<file path="src/rtl/grf_trace_sink_if.sv">
// Write-back trace bundle plus the record output stream of grf_trace_sink.
// The sink side consumes the trace and presents records; the master side is the core/host.
interface grf_trace_sink_if;
  logic        w_grf_we;
  logic [4:0]  w_grf_addr;
  logic [31:0] w_grf_wdata;
  logic [31:0] w_inst_addr;

  // Record stream: a record transfers on a rising edge where out_valid && out_ready.
  // out_valid is never withdrawn and the head fields never change until that transfer;
  // out_ready may toggle freely and is never required before out_valid.
  logic        out_valid;
  logic        out_ready;
  logic [31:0] out_pc;
  logic [4:0]  out_addr;
  logic [31:0] out_data;

  modport master (
    output w_grf_we, w_grf_addr, w_grf_wdata, w_inst_addr, out_ready,
    input  out_valid, out_pc, out_addr, out_data
  );

  modport slave (
    input  w_grf_we, w_grf_addr, w_grf_wdata, w_inst_addr, out_ready,
    output out_valid, out_pc, out_addr, out_data
  );
endinterface

</file>
<file path="src/rtl/grf_trace_sink.sv">
// Write-back trace sink: record FIFO toward the host, shadow register file for
// debug reads, and committed-write / dropped-record counters. Never stalls the core.
module grf_trace_sink #(
  parameter int DEPTH       = 4,
  parameter bit FILTER_ZERO = 1'b1
) (
  input  logic                    clk,
  input  logic                    reset,
  grf_trace_sink_if.slave         trace,
  input  logic [4:0]              shadow_raddr,
  output logic [31:0]             shadow_rdata,
  output logic [31:0]             wr_count,
  output logic [15:0]             drop_count,
  output logic                    overflow
);

  localparam int AW = $clog2(DEPTH);

  logic [AW:0]   r_rd_ptr;
  logic [AW:0]   r_wr_ptr;
  logic [31:0]   r_mem_pc   [DEPTH];
  logic [4:0]    r_mem_addr [DEPTH];
  logic [31:0]   r_mem_data [DEPTH];
  logic [31:0]   r_shadow   [32];
  logic [31:0]   r_wr_count;
  logic [15:0]   r_drop_count;
  logic          r_overflow;

  logic          w_empty;
  logic          w_full;
  logic          w_cap;
  logic          w_pop;
  logic          w_push;
  logic          w_drop;
  logic [AW-1:0] w_rd_idx;
  logic [AW-1:0] w_wr_idx;

  assign w_rd_idx = r_rd_ptr[AW-1:0];
  assign w_wr_idx = r_wr_ptr[AW-1:0];
  assign w_empty  = (r_rd_ptr == r_wr_ptr);
  assign w_full   = (r_rd_ptr[AW] != r_wr_ptr[AW]) && (w_rd_idx == w_wr_idx);

  assign w_cap  = trace.w_grf_we && !(FILTER_ZERO && (trace.w_grf_addr == 5'd0));
  assign w_pop  = !w_empty && trace.out_ready;
  // A pop in the same cycle frees the slot, so a full FIFO can still accept.
  assign w_push = w_cap && (!w_full || w_pop);
  assign w_drop = w_cap && w_full && !w_pop;

  assign trace.out_valid = !w_empty;
  assign trace.out_pc    = w_empty ? 32'd0 : r_mem_pc[w_rd_idx];
  assign trace.out_addr  = w_empty ? 5'd0  : r_mem_addr[w_rd_idx];
  assign trace.out_data  = w_empty ? 32'd0 : r_mem_data[w_rd_idx];

  assign shadow_rdata = (shadow_raddr == 5'd0) ? 32'd0 : r_shadow[shadow_raddr];
  assign wr_count     = r_wr_count;
  assign drop_count   = r_drop_count;
  assign overflow     = r_overflow;

  always_ff @(posedge clk) begin
    if (!reset) begin
      r_rd_ptr <= '0;
      r_wr_ptr <= '0;
    end else begin
      if (w_push) r_wr_ptr <= r_wr_ptr + (AW+1)'(1);
      if (w_pop)  r_rd_ptr <= r_rd_ptr + (AW+1)'(1);
    end
  end

  // Storage needs no reset: entries are only visible between the pointers.
  always_ff @(posedge clk) begin
    if (reset && w_push) begin
      r_mem_pc[w_wr_idx]   <= trace.w_inst_addr;
      r_mem_addr[w_wr_idx] <= trace.w_grf_addr;
      r_mem_data[w_wr_idx] <= trace.w_grf_wdata;
    end
  end

  always_ff @(posedge clk) begin
    if (!reset) begin
      for (int i = 0; i < 32; i++) r_shadow[i] <= '0;
    end else if (w_cap && (trace.w_grf_addr != 5'd0)) begin
      r_shadow[trace.w_grf_addr] <= trace.w_grf_wdata;
    end
  end

  always_ff @(posedge clk) begin
    if (!reset) begin
      r_wr_count   <= '0;
      r_drop_count <= '0;
      r_overflow   <= 1'b0;
    end else begin
      if (w_cap) r_wr_count <= r_wr_count + 32'd1;
      if (w_drop) begin
        r_overflow <= 1'b1;
        if (r_drop_count != 16'hFFFF) r_drop_count <= r_drop_count + 16'd1;
      end
    end
  end

endmodule

</file>
<file path="src/flat_wrapper.sv">
// flat-port wrapper written by rule: the top's interface ports become plain ports
module grf_trace_sink_flat 
#(
  parameter int DEPTH       = 4,
  parameter bit FILTER_ZERO = 1'b1
)
  (clk, reset, shadow_raddr, shadow_rdata, wr_count, drop_count, overflow, trace_w_grf_we, trace_w_grf_addr, trace_w_grf_wdata, trace_w_inst_addr, trace_out_ready, trace_out_valid, trace_out_pc, trace_out_addr, trace_out_data);
  grf_trace_sink_if trace_i ();
  input  logic clk;
  input  logic reset;
  input  logic [4:0] shadow_raddr;
  output logic [31:0] shadow_rdata;
  output logic [31:0] wr_count;
  output logic [15:0] drop_count;
  output logic overflow;
  input wire logic [$bits(trace_i.w_grf_we)-1:0] trace_w_grf_we;
  input wire logic [$bits(trace_i.w_grf_addr)-1:0] trace_w_grf_addr;
  input wire logic [$bits(trace_i.w_grf_wdata)-1:0] trace_w_grf_wdata;
  input wire logic [$bits(trace_i.w_inst_addr)-1:0] trace_w_inst_addr;
  input wire logic [$bits(trace_i.out_ready)-1:0] trace_out_ready;
  output wire logic [$bits(trace_i.out_valid)-1:0] trace_out_valid;
  output wire logic [$bits(trace_i.out_pc)-1:0] trace_out_pc;
  output wire logic [$bits(trace_i.out_addr)-1:0] trace_out_addr;
  output wire logic [$bits(trace_i.out_data)-1:0] trace_out_data;
  assign trace_i.w_grf_we = trace_w_grf_we;
  assign trace_i.w_grf_addr = trace_w_grf_addr;
  assign trace_i.w_grf_wdata = trace_w_grf_wdata;
  assign trace_i.w_inst_addr = trace_w_inst_addr;
  assign trace_i.out_ready = trace_out_ready;
  assign trace_out_valid = trace_i.out_valid;
  assign trace_out_pc = trace_i.out_pc;
  assign trace_out_addr = trace_i.out_addr;
  assign trace_out_data = trace_i.out_data;
  grf_trace_sink #(.DEPTH(DEPTH), .FILTER_ZERO(FILTER_ZERO)) u_core (.clk(clk), .reset(reset), .trace(trace_i), .shadow_raddr(shadow_raddr), .shadow_rdata(shadow_rdata), .wr_count(wr_count), .drop_count(drop_count), .overflow(overflow));
endmodule
</file>
<file path="config.mk">
export PLATFORM = sky130hd
export DESIGN_NAME = grf_trace_sink_flat
export DESIGN_NICKNAME = d
export VERILOG_FILES = /design/src/rtl/grf_trace_sink_if.sv /design/src/rtl/grf_trace_sink.sv /design/src/flat_wrapper.sv
export SDC_FILE = /design/constraint.sdc
export NUM_CORES = 2
export LEC_CHECK = 0
export CAP_MARGIN = 10
export CORE_UTILIZATION = 40
export DETAILED_ROUTE_END_ITERATION = 8
export PLACE_DENSITY = 0.66
export SYNTH_ARGS = -nofsm -noshare
export SYNTH_HDL_FRONTEND = slang
export SYNTH_SLANG_ARGS = --single-unit
export TNS_END_PERCENT = 1
</file>
<file path="constraint.sdc">
create_clock -name clk -period 6.85 [get_ports clk]
set_input_delay 1.37 -clock clk [delete_from_list [all_inputs] [get_ports clk]]
set_output_delay 1.37 -clock clk [all_outputs]
set_load 0.02 [all_outputs]
</file>
==> impl_metrics.json <==
{
  "drt_iter0_drc": 3324,
  "cts.clk_slew.worst_paths_ps": 60,
  "min_path_cells": 2,
  "post_cts_buffers": 0,
  "hpwlAfterDp_um": 97600,
  "outcome": "completed",
  "yosys_warnings": 0,
  "antenna_left": 0,
  "firstDrtPassIters": 5,
  "final_cells": 6001,
  "synth_cells": 3794,
  "drive_above_1_share_pct": 17.6,
  "finalCritPeriodShare_pct": 92.0,
  "cts_sinks": 1339,
  "root_buffer": "clkbuf_16",
  "endpoint_kind": "primary output",
  "avgSynthCellArea_um2": 15.5,
  "synth_area_um2": 59000,
  "hold_start": "u_core.wr_count[1]$_SDFFE_PN0P_",
  "post-route-min-period_ps": 6300,
  "seq_area_um2": 39600,
  "route.detailed.wl_per_inst_um": 27.6,
  "maxSlewViolCount": 0,
  "htreeDepth": 4,
  "wl_um": 166000,
  "r2r_cells": 5,
  "hold_violations": 0,
  "setup-violations-final": 0,
  "die_w_um": 386,
  "r2r-start": "u_core.r_wr_ptr[0]$_SDFFE_PN0P_",
  "async_flop_share_pct": 0,
  "whs_endpoint": "u_core.wr_count[1]$_SDFFE_PN0P_",
  "r2r-end": "u_core.r_mem_data[0][9]$_DFFE_PP_",
  "critPathMaxFanout": 74,
  "grt_max_degree": 81,
  "start_util_pct": 40.4,
  "slew_headroom_pct": 17.0,
  "tightestPinTransition_ps": 1240,
  "hold_path.class": "reg -> reg",
  "cts_buffers": 140,
  "area_growth_syn_to_layout_pct": 16.1,
  "fmax_mhz": 159,
  "critPathKind": "in -> out",
  "dp_cells": 5744,
  "place_congestion": 0.818,
  "grt_use_total_pct": 22.3,
  "design_power_total_w": 0.0194,
  "synth-seq-cells": 1339,
  "fin_util_pct": 46.9,
  "coreArea_um2": 146000,
  "finalSetupTns_ps": 0,
  "antenna_found_initial": 15,
  "synth_edf_count": 1282,
  "multi_input_area_um2": 18400,
  "cts_tree": "yes",
  "vias": 33500,
  "drc": 0,
  "seq_area_frac_synth_pct": 67.2,
  "fp-row-count": 140,
  "ys.flop_type": "edfxtp_1",
  "skew_ps": 28.3,
  "postCtsHoldBufs": 0,
  "die_h_um": 386,
  "grt-ovfl-total": 0,
  "mostFrequentLayoutCell": "edfxtp_1",
  "rrSetupSlack_ps": 4020,
  "routed_via_density": 5.59,
  "vdd_ir_drop_max_mv": 0.265,
  "rsz0062_at_grt": "false",
  "p_leak_nw": 23.2,
  "required_ps": 5480,
  "ios": 229,
  "synth_cell_types": 55,
  "cap_viol_max_count": 0,
  "clockBufferDepth": 3,
  "mostFrequentLayoutCells": "edfxtp_1 (1,282), and2_1 (1,063), mux4_2 (249)",
  "nFillCells": 12400,
  "dieArea_um2": 149000,
  "io_buffers": 228,
  "grt_pass1_vias": 33700,
  "power_density_nw_per_um2": 284,
  "cts_resized": 0,
  "arrival_ps": 4930,
  "insertion_delay_ps": 770,
  "grt_pass1_wl_um": 239000,
  "nets": 4055,
  "cp-start-kind": "primary input"
}
logic make-up after synthesis:
logic type / Yosys count / synth area share [%]
fa+ha+maj: 7 / 0.148
other cells: 1 / 0.00636
compound gates: 282 / 3.06
xor+xnor: 29 / 0.431
mux: 453 / 13.1
simple gates: 1317 / 13.4
flops: 1339 / 67.2
buf+inv: 366 / 2.63
where the power goes:
group,internal [W],switching [W]
sequential,0.00935,0.000142
clock,0.00445,0.00319
combinational,0.000958,0.00136
per-layer routing:
layer	up-vias	wire length [um]	global-route usage [%]	part of all wire [%]
li1	14400	-	-	-
met1	17500	66800	29.1	40
met2	1263	82100	37.1	49
met3	285	11400	4.11	6.8
met4	6	5670	8.32	3.4
met5	-	30	0	0.018
layout make-up:
class                      instances  area share, %
clock buffer                     173           5.59
timing repair buffer             357           4.80
clock inverter                    76           1.04
tap                             1917           3.50
inverter                          30          0.165
multi-input combinational       2102           26.9
antenna                            7         0.0256
sequential                      1339           57.9
worst max-delay path, cell delays in order:
cell             delay (ps)
buf_8                   490
buf_4                   470
mux4_2                  260
nor2b_1                  40
o21ai_0                 230
a21oi_1                 170
a2111oi_0               900
buf_4                   240
clkdlybuf4s50_1         600
stage by stage:
step | worst slack [ps] | hold WS, ps | instance area [um2]
6_report | 547 | 497 | 68400
5_1_grt | 483 | 531 | 68400
4_1_cts | 610 | 501 | 68400
3_5_place_dp | 603 | 487 | 63900
3_3_place_gp | 575 | 476 | 63900
2_1_floorplan | 1910 | 498 | 59000
synthesized netlist by cell type (20+ instances only):
| master | n | area (um2) |
|---|---|---|
| and2_1 | 1063 | 6650 |
| nor2b_1 | 20 | 125 |
| mux4_2 | 249 | 5610 |
| a21oi_1 | 81 | 405 |
| a22oi_1 | 27 | 203 |
| a221oi_1 | 29 | 254 |
| nand3_1 | 30 | 150 |
| nand2_1 | 47 | 176 |
| nor2_1 | 86 | 323 |
| o21ai_0 | 63 | 315 |
| mux2i_1 | 144 | 1440 |
| inv_1 | 29 | 109 |
| buf_2 | 49 | 245 |
| clkbuf_1 | 262 | 983 |
| edfxtp_1 | 1282 | 38500 |
| mux2_2 | 60 | 676 |
| dfxtp_1 | 57 | 1140 |
worst max path at each step:
stage,startpoint,to
detailed placement,shadow_raddr[2],shadow_rdata[26]
floorplan,shadow_raddr[0],shadow_rdata[10]
global route,shadow_raddr[2],shadow_rdata[26]
CTS,shadow_raddr[2],shadow_rdata[26]
global placement,shadow_raddr[2],shadow_rdata[26]
finish,shadow_raddr[2],shadow_rdata[26]
flip-flops by register name (all words and copies together), names as in the netlist, named ones only:
name and cells:
u_core.r_mem_addr 20, u_core.r_mem_pc 128, u_core.wr_count 32, u_core.r_rd_ptr 3
u_core.r_shadow 1006, u_core.r_wr_ptr 3, u_core.r_mem_data 128, u_core.overflow 1
u_core.drop_count 16
Power figures use the tool's default switching activity.
